**src/rtl/pipe_pkg.sv**
```systemverilog
// pipe_pkg: constants and types shared by the hazard controller and its
// scoreboard.
package pipe_pkg;

   // Architectural register index width (16 registers).
   localparam int REG_IDX_W = 4;

   // "Always" condition code; any other condition depends on the flags.
   localparam logic [3:0] COND_AL = 4'b1110;

   // Branch-flush sequencer states.
   typedef enum logic {
      ST_RUN   = 1'b0,
      ST_FLUSH = 1'b1
   } hz_state_e;

endpackage

```
**src/rtl/hz_scoreboard.sv**
```systemverilog
// hz_scoreboard: one busy bit per architectural register. A register is busy
// from the issue of its writer until that writer retires. The register file
// writes through, so a register retiring this cycle is no longer a hazard.
module hz_scoreboard
   import pipe_pkg::*;
#(
   parameter int NUM_REGS = 16
)
(
   input  logic                 clk,
   input  logic                 reset,
   input  logic                 set_en,
   input  logic [REG_IDX_W-1:0] set_idx,
   input  logic                 clr_en,
   input  logic [REG_IDX_W-1:0] clr_idx,
   input  logic                 id_valid,
   input  logic                 id_use_rn,
   input  logic [REG_IDX_W-1:0] id_rn,
   input  logic                 id_use_rm,
   input  logic [REG_IDX_W-1:0] id_rm,
   output logic                 reg_hazard
);

   logic [NUM_REGS-1:0] busy;
   logic [NUM_REGS-1:0] clr_mask;
   logic [NUM_REGS-1:0] set_mask;
   logic [NUM_REGS-1:0] busy_eff;

   // Decode the retiring register into a one-hot clear mask.
   always_comb begin
      clr_mask = '0;
      if (clr_en) clr_mask[clr_idx] = 1'b1;
   end

   // Decode the issuing destination into a one-hot set mask.
   always_comb begin
      set_mask = '0;
      if (set_en) set_mask[set_idx] = 1'b1;
   end

   assign busy_eff   = busy & ~clr_mask;
   assign reg_hazard = id_valid & ((id_use_rn & busy_eff[id_rn]) |
                                   (id_use_rm & busy_eff[id_rm]));

   // Busy update: a new writer issued to a register that retires in the same
   // cycle keeps it busy.
   always_ff @(posedge clk or posedge reset) begin
      if (reset) busy <= '0;
      else       busy <= busy_eff | set_mask;
   end

endmodule

```
**src/rtl/pipe_hazard_ctrl.sv**
```systemverilog
// pipe_hazard_ctrl: decode-stage interlock. Stalls on register RAW and flag
// hazards, kills FLUSH_CYCLES issue slots after a taken branch (branch flush
// wins over a stall). All outputs are combinational from inputs and state.
// Optional build macro HAZ_PERF_EN adds saturating stall/flush cycle counters.
module pipe_hazard_ctrl
   import pipe_pkg::*;
#(
   parameter int NUM_REGS          = 16,
   parameter int FLUSH_CYCLES      = 2,
   parameter int MAX_FLAG_INFLIGHT = 3
)
(
   input  logic                 clk,
   input  logic                 reset,
   input  logic                 id_valid,
   input  logic [REG_IDX_W-1:0] id_rn,
   input  logic [REG_IDX_W-1:0] id_rm,
   input  logic [REG_IDX_W-1:0] id_rd,
   input  logic                 id_use_rn,
   input  logic                 id_use_rm,
   input  logic                 id_wr_en,
   input  logic [3:0]           id_cond,
   input  logic                 id_set_flags,
   input  logic                 ex_branch_taken,
   input  logic                 wb_valid,
   input  logic                 wb_wr_en,
   input  logic [REG_IDX_W-1:0] wb_rd,
   input  logic                 wb_set_flags,
`ifdef HAZ_PERF_EN
   output logic [15:0]          stall_count,
   output logic [15:0]          flush_count,
`endif
   output logic                 issue,
   output logic                 stall_pc,
   output logic                 stall_id,
   output logic                 flush_id,
   output logic                 flush_ex
);

   localparam int FC_W = $clog2(FLUSH_CYCLES + 1);
   localparam int FL_W = $clog2(MAX_FLAG_INFLIGHT + 1);
   localparam logic [FC_W-1:0] FLUSH_LAST = FC_W'(FLUSH_CYCLES - 1);
   localparam logic [FC_W-1:0] FC_ONE     = FC_W'(1);
   localparam logic [FL_W-1:0] FLAG_MAX   = FL_W'(MAX_FLAG_INFLIGHT);
   localparam logic [FL_W-1:0] FL_ONE     = FL_W'(1);

   hz_state_e       state, state_nxt;
   logic [FC_W-1:0] fcnt, fcnt_nxt;
   logic [FL_W-1:0] flag_cnt;
   logic            flush_req;
   logic            reg_hazard;
   logic            flag_hazard;
   logic            hazard;
   logic            flag_inc;
   logic            flag_dec;

   hz_scoreboard #(
      .NUM_REGS (NUM_REGS)
   ) u_scoreboard (
      .clk        (clk),
      .reset      (reset),
      .set_en     (issue & id_wr_en),
      .set_idx    (id_rd),
      .clr_en     (wb_valid & wb_wr_en),
      .clr_idx    (wb_rd),
      .id_valid   (id_valid),
      .id_use_rn  (id_use_rn),
      .id_rn      (id_rn),
      .id_use_rm  (id_use_rm),
      .id_rm      (id_rm),
      .reg_hazard (reg_hazard)
   );

   // Conditional instructions wait for all in-flight flag writers; a new flag
   // writer waits when the in-flight limit is already reached.
   assign flag_hazard = (id_valid & (id_cond != COND_AL) & (flag_cnt != '0)) |
                        (id_set_flags & (flag_cnt == FLAG_MAX));
   assign hazard      = reg_hazard | flag_hazard;

   // Outputs are forced to their idle values while reset is held.
   assign flush_id = ~reset & flush_req;
   assign issue    = ~reset & id_valid & ~hazard & ~flush_req;
   assign stall_pc = ~reset & hazard & ~flush_req;
   assign stall_id = stall_pc;
   assign flush_ex = ~issue;

   assign flag_inc = issue & id_set_flags;
   assign flag_dec = wb_valid & wb_set_flags;

   // Flush sequencer state register.
   always_ff @(posedge clk or posedge reset) begin
      if (reset) begin
         state <= ST_RUN;
         fcnt  <= '0;
      end else begin
         state <= state_nxt;
         fcnt  <= fcnt_nxt;
      end
   end

   // Flush sequencer next state: the branch cycle itself is the first killed
   // slot, the FLUSH state covers the remaining FLUSH_CYCLES-1.
   always_comb begin
      state_nxt = state;
      fcnt_nxt  = fcnt;
      flush_req = 1'b0;
      case (state)
         ST_RUN: begin
            if (ex_branch_taken) begin
               flush_req = 1'b1;
               if (FLUSH_CYCLES > 1) begin
                  state_nxt = ST_FLUSH;
                  fcnt_nxt  = FLUSH_LAST;
               end
            end
         end
         ST_FLUSH: begin
            flush_req = 1'b1;
            fcnt_nxt  = fcnt - FC_ONE;
            if (fcnt <= FC_ONE) begin
               state_nxt = ST_RUN;
               fcnt_nxt  = '0;
            end
         end
         default: begin
            state_nxt = ST_RUN;
            fcnt_nxt  = '0;
         end
      endcase
   end

   // In-flight flag-writer count; simultaneous issue and retire cancel out.
   always_ff @(posedge clk or posedge reset) begin
      if (reset) begin
         flag_cnt <= '0;
      end else if (flag_inc && !flag_dec) begin
         if (flag_cnt != FLAG_MAX) flag_cnt <= flag_cnt + FL_ONE;
      end else if (flag_dec && !flag_inc) begin
         if (flag_cnt != '0) flag_cnt <= flag_cnt - FL_ONE;
      end
   end

`ifdef HAZ_PERF_EN
   function automatic logic [15:0] sat_inc(input logic [15:0] v);
      return (v == 16'hFFFF) ? v : v + 16'd1;
   endfunction

   // Saturating counts of stalled and flushed decode cycles.
   always_ff @(posedge clk or posedge reset) begin
      if (reset) begin
         stall_count <= '0;
         flush_count <= '0;
      end else begin
         if (stall_id) stall_count <= sat_inc(stall_count);
         if (flush_id) flush_count <= sat_inc(flush_count);
      end
   end
`endif

endmodule

```
**config.mk**
```make
export PLATFORM = sky130hd
export DESIGN_NAME = pipe_hazard_ctrl
export DESIGN_NICKNAME = d
export VERILOG_FILES = /design/src/rtl/pipe_pkg.sv /design/src/rtl/hz_scoreboard.sv /design/src/rtl/pipe_hazard_ctrl.sv
export SDC_FILE = /design/constraint.sdc
export NUM_CORES = 1
export LEC_CHECK = 0
export ABC_AREA = 1
export BUFFER_PORTS_ARGS = -buffer_cell sky130_fd_sc_hd__buf_2
export CORE_ASPECT_RATIO = 2
export CORE_MARGIN = 5
export CORE_UTILIZATION = 47
export CTS_BUF_LIST = sky130_fd_sc_hd__clkbuf_4
export CTS_CLUSTER_DIAMETER = 150
export CTS_CLUSTER_SIZE = 28
export DETAILED_ROUTE_END_ITERATION = 12
export GPL_TIMING_DRIVEN = 0
export PLACE_DENSITY = 0.67
export REMOVE_ABC_BUFFERS = 1
export SLEW_MARGIN = 30
export SYNTH_ARGS = -nofsm -noshare
export SYNTH_HDL_FRONTEND = slang
export SYNTH_SLANG_ARGS = --single-unit
```
**constraint.sdc**
```tcl
create_clock -name clk -period 2.1 [get_ports clk]
set_input_delay 0.105 -clock clk [delete_from_list [all_inputs] [get_ports clk]]
set_output_delay 0.105 -clock clk [all_outputs]
set_load 0.005 [all_outputs]
```
== Yosys cells after proc, flatten, opt, wreduce, memory -nomap -nowiden ==
Cells that the tools add are included.
Widths: inputs -> output; s select.

* Register bits after elaboration: 21
* Output and inout bits: 5
* Bits of input ports: 31

* Bitwise gates (word level): 27
* Add/subtract/negate cells: 3
* Equality and inequality tests: 5
* Order comparisons: 7
* Muxes and demuxes: 21
* Reductions and logical operators: 10

{| class="wikitable"
|+ Operator list
! operator !! number
|-
| $mux 16 || 2
|-
| $lt 4x5->1 const B || 4
|-
| $and 1x1->1 || 16
|-
| $and 16x16->16 || 1
|-
| $not 16->16 || 1
|-
| $or 16x16->16 || 1
|-
| $mux 2 || 6
|-
| $bmux 1 s4 || 2
|-
| $demux 1 s4 || 2
|-
| $ge 4x1->1 const B || 2
|-
| $mux 1 || 6
|-
| $reduce_bool 2->1 || 3
|-
| $not 1->1 || 5
|-
| $logic_and 1x1->1 || 4
|-
| $ne 2x2->1 const B || 2
|-
| $ne 4x4->1 const B || 1
|-
| $pmux 1 s2 || 2
|-
| $pmux 2 s2 || 1
|-
| $sub 2x1->2 const B || 2
|-
| $or 1x1->1 || 3
|-
| $reduce_and 3->1 || 1
|-
| $add 2x1->2 const B || 1
|-
| $eq 2x2->1 const B || 1
|-
| $le 2x1->1 const B || 1
|-
| 2 further kinds || 3
|}

== Longest topological paths before layout ==
Gate-level depths: netlist of the first run.

* Word-level depth: 21
* Mapped depth: 16

== By module ==
A second synthesis of the first run with hierarchy kept.

* Cells, all modules: 223
* Area, all modules: 1477.7 sq um

{| class="wikitable"
|+ By module, submodules not included
! module !! area each (sq um) !! seq. area each (sq um) !! instances !! cells each
|-
| hz_scoreboard || 1136.1 || 400.4 || 1 || 173
|-
| pipe_hazard_ctrl || 341.6 || 125.1 || 1 || 50
|}

== Least setup slack after synthesis of the first run ==
No wires, ideal clock.

* Kind: input to register
* Start: in reset
* End: reg flag_cnt[1]
* Data arrival time: 1731 ps
* Cell stages on the path: 8
* Required time: 2017 ps
* Setup slack: 287 ps
* Cells stage by stage: inv_1 > nand2_1 > nor2_1 > nand3_1 > nor2_1 > ha_1 > o21bai_1 > o21ai_0

* Word-level cells in the longest chain between the ends: 9
* Elaborated cells between the ends (all ways): 13

{| class="wikitable"
|+ Ends and longest elaborated chain
! item !! line !! text
|-
| start: declaration || pipe_hazard_ctrl.sv:14 || <nowiki>input logic reset,</nowiki>
|-
| $not 1->1 (*) || pipe_hazard_ctrl.sv:82 || <nowiki>assign issue = ~reset & id_valid & ~hazard & ~flush_req;</nowiki>
|-
| $and 1x1->1 (*) (3 in series) || pipe_hazard_ctrl.sv:82 ||
|-
| $and 1x1->1 (*) || pipe_hazard_ctrl.sv:87 || <nowiki>assign flag_inc = issue & id_set_flags;</nowiki>
|-
| $logic_not 1->1 || pipe_hazard_ctrl.sv:138 || <nowiki>end else if (flag_dec && !flag_inc) begin</nowiki>
|-
| $logic_and 1x1->1 || pipe_hazard_ctrl.sv:138 ||
|-
| $reduce_bool 2->1 (no line) || - ||
|-
| $reduce_and 3->1 (no line) || - ||
|-
| end signal: assignment || pipe_hazard_ctrl.sv:137 || <nowiki>if (flag_cnt != FLAG_MAX) flag_cnt <= flag_cnt + FL_ONE;</nowiki>
|-
| end signal: assignment || pipe_hazard_ctrl.sv:139 || <nowiki>if (flag_cnt != '0) flag_cnt <= flag_cnt - FL_ONE;</nowiki>
|-
| end: declaration || pipe_hazard_ctrl.sv:49 || <nowiki>logic [FL_W-1:0] flag_cnt;</nowiki>
|}

Mark *: on every way between the ends. The rest lies on a longest branch, timed or not.
A chain may end at the register's enable or synchronous reset.

== Final worst setup path of the first run ==
* Start: in wb_rd[0]
* End: reg flag_cnt[0]

* Word-level cells in the longest chain between the ends: 21
* Elaborated cells between the ends (all ways): 29

{| class="wikitable"
|+ Ends and longest elaborated chain
! item !! line !! text
|-
| start: declaration || pipe_hazard_ctrl.sv:27 || <nowiki>input logic [REG_IDX_W-1:0] wb_rd,</nowiki>
|-
| $lt 4x5->1 (implied by the code) / $ge 4x1->1 (equally long branches) || hz_scoreboard.sv:32 || <nowiki>if (clr_en) clr_mask[clr_idx] = 1'b1;</nowiki>
|-
| $logic_and 1x1->1 (implied by the code) || hz_scoreboard.sv:32 ||
|-
| $mux 1 (implied by the code) || hz_scoreboard.sv:32 ||
|-
| $demux 1 s4 (*) || - ||
|-
| $mux 16 (*) || hz_scoreboard.sv:32 ||
|-
| $not 16->16 (*) || hz_scoreboard.sv:41 || <nowiki>assign busy_eff = busy & ~clr_mask;</nowiki>
|-
| $and 16x16->16 (*) || hz_scoreboard.sv:41 ||
|-
| $bmux 1 s4, on equally long branches || hz_scoreboard.sv:42, hz_scoreboard.sv:43 ||
|-
| [... 4 more ...] || - ||
|-
| $or 1x1->1 (*) || pipe_hazard_ctrl.sv:78 || <nowiki>assign hazard = reg_hazard | flag_hazard;</nowiki>
|-
| $not 1->1 (*) || pipe_hazard_ctrl.sv:82 ||
|-
| $and 1x1->1 (*) (2 in series) || pipe_hazard_ctrl.sv:82 ||
|-
| $and 1x1->1 (*) || pipe_hazard_ctrl.sv:87 ||
|-
| $logic_not 1->1 || pipe_hazard_ctrl.sv:138 ||
|-
| $logic_and 1x1->1 || pipe_hazard_ctrl.sv:138 ||
|-
| $reduce_bool 2->1 (no line) || - ||
|-
| $reduce_and 3->1 (no line) || - ||
|}

Mark *: on every way between the ends. The rest lies on a longest branch, timed or not. The select of a mux whose other input is x is not followed.

==> results of run 1 <==
[final cells by class]
| class | instances | area share (%) |
|---|---|---|
| Inverter | 38 | 7.07 |
| Multi-Input combinational cell | 175 | 52.2 |
| Sequential cell | 21 | 26.1 |
| Tap cell | 49 | 3.04 |
| Clock inverter | 1 | 0.372 |
| Clock buffer | 3 | 1.12 |
| Timing Repair Buffer | 39 | 10.2 |
[sequential cells by signal (all words and copies together) (netlist names)]
register and count:
u_scoreboard.busy 16, fcnt 2, flag_cnt 2, state 1
[critical path: cells and delay by family]
kind	cells	cell delay [ns]
buffers and inverters	2	0.20
AOI/OAI and AO/OA	2	0.30
and+or+nand+nor	12	1.31
adders and majority gates	1	0.26
[through the flow]
step / area, um^2 / hold WS (ns) / utilization (%) / total power, mW / TNS [ns]
2_1_floorplan: 1710 / 0.0900 / - / 0.723 / 0
3_3_place_gp: 1940 / 0.311 / 53.9 / 0.825 / -0.343
3_5_place_dp: 1940 / 0.304 / 53.9 / 0.832 / -0.334
4_1_cts: 1980 / 0.0606 / 55.0 / 1.04 / 0
5_1_grt: 2020 / 0.114 / 55.9 / 1.11 / 0
6_report: 2020 / 0.0707 / 55.9 / 1.03 / 0
[logic make-up after synthesis]
| kind of cell | count (synthesis) | synth area share, % |
|---|---|---|
| flops | 21 | 30.2 |
| buf+inv | 41 | 10.1 |
| fa+ha+maj | 1 | 0.719 |
| simple gates | 140 | 39.1 |
| compound gates | 34 | 19.9 |
[metal layers]
layer	vias to the layer above	part of all wire [%]
met1	793	37
met5	-	0
met3	21	5.1
met4	0	4.9
met2	86	54
li1	868	-
[power groups by stage]
| stage | Sequential [mW] | Clock, mW | Combinational (mW) |
|---|---|---|---|
| floorplan | 0.498 | 0 | 0.225 |
| global placement | 0.507 | 0 | 0.318 |
| detailed placement | 0.510 | 0 | 0.323 |
| CTS | 0.501 | 0.208 | 0.326 |
| global route | 0.511 | 0.221 | 0.378 |
| finish | 0.502 | 0.196 | 0.334 |
[worst paths after layout]
check / end / cells past startpoint / slack [ns] / start
min in group asynchronous: state$_DFF_PP0_ / 4 / 0.46 / reset
max reg2reg: flag_cnt[0]$_DFFE_PP0P_ / 12 / 0.17 / u_scoreboard.busy[14]$_DFF_PP0_
min reg2reg: state$_DFF_PP0_ / 1 / 0.51 / state$_DFF_PP0_
min: state$_DFF_PP0_ / 3 / 0.07 / ex_branch_taken
max: flag_cnt[0]$_DFFE_PP0P_ / 17 / 0.16 / wb_rd[0]
max in group asynchronous: flag_cnt[1]$_DFFE_PP0P_ / 4 / 1.31 / reset
[cells in the mapped netlist (2+ instances only)]
cell type  count
inv_1         36
a21boi_0       7
o21bai_4      10
nand2_2        2
nor2_2         3
nand3_2        2
nand2_1       45
o21bai_1       7
nand3_1       67
nor2_4         3
dfrtp_1       21
inv_2          2
nor2_1        15
o21ai_0        5
a21oi_1        4
[timing repair]
item                                    4_1_cts  5_1_grt
hold buffers                                  1        1
endpoints found under the setup margin        0        2
hold endpoints to repair                     21       21
buffers inserted                              0        2
resized for setup                             0        5
==> qor.txt, run 1 <==
outcome - complete, no violations
largest net degree at the start of global routing - 22
Rel. slew slack - 67.3%
initial antenna violation count - 0
Crit path required time - 2.33 ns
clock skew - 0.0132 ns
non-filler cells, final - 326
Sw Pwr - 349 uW
CP Cell Sequence - buf_2, inv_1, nand2_1, nor2_2, nand2_1, nand3_1, nand3_1, nand3_1, nand3_1, nand3_1, nand2_2, nand2_4, nand3_2, nor2_1, ha_1, o21bai_1, o21ai_1
Crit Path Max Fanout - 5
Clock transition at path regs - 0.12 ns
post-DP HPWL - 3.87 mm
drt drc - 0
max-cap violations - 0
most frequent CP cell - nand3_1
ANT cells - 0
fin crit period - 1.94 ns
# rows - 31
# IOs - 36
layout cells sized above 1 - 24.2%
Initial Util - 48.2%
Iteration-0 DRC Markers - 47
clock root buffer - clkbuf_4
mapped cell area - 1740 um^2
Antenna Nets Post-Route - 0
CP endpoint kind - flop
Hold Vio Cnt, Final - 0
Clk pwr share - 19.0%
grt met3 use - 1.71%
Avg Cell Area, Syn - 7.34 um^2
CTS tree - yes
fin crit share - 92.5%
Final GP Congestion - 0.838
H-Tree Depth - 1
Place WS - -0.160 ns
Congestion Overflow GR - 0
Synth area leader - dfrtp_1
fillcell total - 370
first-pass GRT wire length - 7.54 mm
TritonCTS buffer count - 3
most frequent cells in the layout - nand3_1 (66), nand2_1 (44), inv_1 (36), buf_2 (36), dfrtp_1 (21)
worst slew pin tran - 0.489 ns
via count - 1768
fin. max-slew vios - 0
Cell Pwr Density - 512 nW/um^2
GR Util met1 - 19.9%
GRT Max-Usage Layer - met2
FF/Latch Area - 526 um^2
vias per std cell - 5.42
drt total wl - 4.64 mm
Yosys cell types - 23
sequential fraction of design power - 48.7%
Multi-input gate area - 1050 um^2
Int Pwr - 683 uW
Achievable Freq - 0.515 GHz
combinational power share - 32.4%
Cells after Synth - 237
synth top area cells - dfrtp_1 (30%), nand3_1 (19%), o21bai_4 (11%), nand2_1 (9.7%), inv_1 (7.8%)
Leak - 1.00 nW
Tot GR Track Use - 20.2%
register area share after synthesis - 30.2%
Setup Crit Path Kind - in2reg
worst skew pair latency - 0.31 ns
critical path's slowest cell - ha_1
worst setup margin - 0.157 ns
setup violators final - 0
slowest cell delay on critical path - 0.26 ns
top_reg_cell synth - dfrtp_1
synth warn - 0
Peak VDD IR - 602 uV
worst min-delay path class - in2reg
area of the core - 3610 um^2
number of flops mapped to enable cells by yosys - 0
Final #Nets - 310
met2 Track Usage GR - 38.0%
Async SR Flop Fraction - 100%
data arrival time of the worst path - 2.18 ns
Area Overhead vs Synth - 15.9%
Setup crit start kind - input port
DR pass1 iterations - 4
unrepaired setup endpoints after global routing - false
Post-Place Cells - 318
die height - 96.1 um
Chip Width - 53.0 um
WL/cell - 14.2 um
Sw Share - 33.8%
number of synthesized register bits - 21
clk buf depth - 2
number of global-route vias before repair - 1789
total die area - 5090 um^2
clk sink count - 21
port bufs - 35
top cell type's share of synthesized area - 30.2%
most common cell after layout, fill and taps aside - nand3_1
No activity file was read; power rests on OpenSTA's default activity.
==> run 2: changes to the inputs <==
--- a/config.mk
+++ b/config.mk
@@ -9,15 +9,14 @@
 export BUFFER_PORTS_ARGS = -buffer_cell sky130_fd_sc_hd__buf_2
 export CORE_ASPECT_RATIO = 2
 export CORE_MARGIN = 5
-export CORE_UTILIZATION = 47
+export CORE_UTILIZATION = 23
 export CTS_BUF_LIST = sky130_fd_sc_hd__clkbuf_4
 export CTS_CLUSTER_DIAMETER = 150
 export CTS_CLUSTER_SIZE = 28
 export DETAILED_ROUTE_END_ITERATION = 12
 export GPL_TIMING_DRIVEN = 0
-export PLACE_DENSITY = 0.67
+export PLACE_DENSITY = 0.38
 export REMOVE_ABC_BUFFERS = 1
-export SLEW_MARGIN = 30
 export SYNTH_ARGS = -nofsm -noshare
 export SYNTH_HDL_FRONTEND = slang
 export SYNTH_SLANG_ARGS = --single-unit
==> run 2 against run 1 <==
Sequential power is essentially flat. Power grew 2.1%. Global-route usage shrank 9.4 points. Non-clock buffer count shrank 1. Core utilization shrank 28 points. First-iteration DRC count grew 94%. Critical path depth shrank 2. Cell count grew 13%. Routed wire length grew 12%.
==> qor.txt, run 2 (same netlist as run 1, synthesis figures left out) <==
fin crit share - 93.0% (+0.49 points)
total die area - 9510 um^2 (+87%)
WL/cell - 14.1 um (-1.0%)
most frequent cells in the layout - nand3_1 (66), nand2_1 (44), inv_1 (36), buf_2 (35), dfrtp_1 (21)
Area Overhead vs Synth - 20.0%
Placement Cell Area - 2000 um^2 (+2.9%)
Tot GR Track Use - 10.8% (-9.4 points)
DR pass1 iterations - 6 (+2)
drt drc - 0 (unchanged)
largest net degree at the start of global routing - 17 (-23%)
CP endpoint kind - flop
slowest cell delay on critical path - 0.29 ns (+0.03 ns)
# rows - 45 (+45%)
data arrival time of the worst path - 2.18 ns (about the same)
Peak VDD IR - 206 uV (-66%)
drt total wl - 5.21 mm (+12%)
max-cap violations - 0 (unchanged)
CP Cell Sequence - buf_2, nor2_1, nand3_1, nand3_1, nand3_1, nand3_1, nand3_1, nand3_1, nand2_2, nand2_2, nand3_4, nor2_2, ha_1, o21bai_1, o21ai_1
post-DP HPWL - 4.16 mm (+7.5%)
vias per std cell - 4.58 (-16%)
Leak - 0.996 nW (-0.38%)
most common cell after layout, fill and taps aside - nand3_1
worst min-delay path class - in2reg
worst skew pair latency - 0.30 ns (about the same)
Iteration-0 DRC Markers - 91 (+94%)
Final GP Congestion - 0.851 (+1.6%)
clk buf depth - 2 (unchanged)
Initial Util - 23.2% (-25 points)
Achievable Freq - 0.512 GHz (-0.53%)
outcome - complete, no violations
most frequent CP cell - nand3_1
Buf/Inv on CP - 1 (-1)
Crit path required time - 2.33 ns (about the same)
critical path's slowest cell - nor2_1
CP delay by family, top - simple AND/OR/NAND/NOR gates
top flop regs - u_scoreboard.busy: 16 flops, fcnt: 2 flops, flag_cnt: 2 flops
Setup crit start kind - input port
CTS tree - yes
Congestion Overflow GR - 0 (unchanged)
initial antenna violation count - 0 (unchanged)
Core Util, Final - 27.9% (-28 points)
clock root buffer - clkbuf_4
setup violators final - 0 (unchanged)
most flop-heavy register - u_scoreboard.busy
Crit Path Max Fanout - 4 (-1)
Antenna Nets Post-Route - 0 (unchanged)
port bufs - 35 (unchanged)
first-pass GRT wire length - 8.27 mm (+9.7%)
max reg flops - 16 (unchanged)
fin. max-slew vios - 0 (unchanged)
Clock transition at path regs - 0.11 ns (about the same)
clock skew - 0.00985 ns (-0.00338 ns)
design area - 2090 um^2 (+3.5%)
Chip Width - 71.5 um (+35%)
Hold Vio Cnt, Final - 0 (unchanged)
layout cells sized above 1 - 24.3% (+0.088 points)
fin crit period - 1.95 ns (+0.0103 ns)
area of the core - 7490 um^2 (+110%)
unrepaired setup endpoints after global routing - false
clk sink count - 21 (unchanged)
die height - 133 um (+38%)
TritonCTS buffer count - 3 (unchanged)
Cell Pwr Density - 505 nW/um^2 (-1.4%)
H-Tree Depth - 1 (unchanged)
Final #Nets - 309 (-0.32%)
via count - 1694 (-4.2%)
number of global-route vias before repair - 1705 (-4.7%)
worst slew pin tran - 0.620 ns (+0.130 ns)
Setup Crit Path Kind - in2reg
Rel. slew slack - 58.5% (-8.8 points)
ANT cells - 0 (unchanged)
# IOs - 36 (unchanged)
[run 2: changes by cell type in the layout (fill, tap and decap cells not counted)]
cell | previous run | this run
nand2_2 | 2 | 3
dlygate4sd3_1 | 1 | 2
nand3_2 | 3 | 2
nand3_4 | 0 | 1
buf_2 | 36 | 35
nor2_4 | 3 | 5
nand2_4 | 1 | 0
clkinvlp_4 | 1 | 0
clkbuf_4 | 3 | 4
nor2_1 | 15 | 13
buf_4 | 2 | 1
[run 2: final cells by class]
class,count,area [um^2]
fillers,850,5400
clock buffers,4,30.0
repair buffers,38,203
multi-input cells,175,1070
inverters,38,143
well taps,94,118
flip-flops and latches,21,526
[run 2: stage by stage]
step | instances | power [mW] | TNS (ns) | hold WS (ns) | setup slack (ns)
after CTS | 369 | 1.06 | 0 | 0.0900 | 0.0524
after global placement | 363 | 0.837 | -2.10 | 0.345 | -0.216
after global routing | 370 | 1.13 | 0 | 0.0732 | 0.00711
final | 370 | 1.05 | 0 | 0.0858 | 0.147
after detailed placement | 363 | 0.839 | -2.31 | 0.342 | -0.274
after floorplan | 234 | 0.723 | 0 | 0.0900 | 0.287
[run 2: worst paths after layout]
path | from | to | slack [ns] | cells past startpoint
max in group asynchronous | reset | u_scoreboard.busy[13]$_DFF_PP0_ | 1.25 | 3
setup reg to reg | u_scoreboard.busy[12]$_DFF_PP0_ | flag_cnt[1]$_DFFE_PP0P_ | 0.16 | 12
hold reg to reg | state$_DFF_PP0_ | state$_DFF_PP0_ | 0.52 | 1
setup / recovery | wb_rd[2] | flag_cnt[1]$_DFFE_PP0P_ | 0.15 | 15
min in group asynchronous | reset | state$_DFF_PP0_ | 0.37 | 3
hold / removal | ex_branch_taken | state$_DFF_PP0_ | 0.09 | 3
[run 2: routing by layer]
layer	vias to the layer above	part of all wire [%]	wire length [um]	GRT usage, %
li1	863	-	-	-
met1	776	46	2380	14.7
met2	51	47	2460	17.3
met3	4	6.0	312	1.98
met4	0	1.1	58	3.24
met5	-	0	0	0
[run 2: timing repair]
item,in CTS,in global routing
hold buffers,2,0
gates resized for setup,0,9
endpoints found under the setup margin,0,2
buffers inserted,0,1
endpoints found under the hold margin,9,0
[run 2: where the power goes]
part	total [mW]	internal [mW]	switching [mW]
Combinational	0.341	0.152	0.188
Clock	0.209	0.0868	0.122
Sequential	0.504	0.459	0.0458
Total	1.05	0.698	0.356
[run 2: worst reg2reg max path: cells and delay by family (launching register included)]
family	cells	cell delay, ns
and+or+nand+nor	9	0.88
DFF	1	0.42
AOI/OAI and AO/OA	2	0.32
adders and majority gates	1	0.26
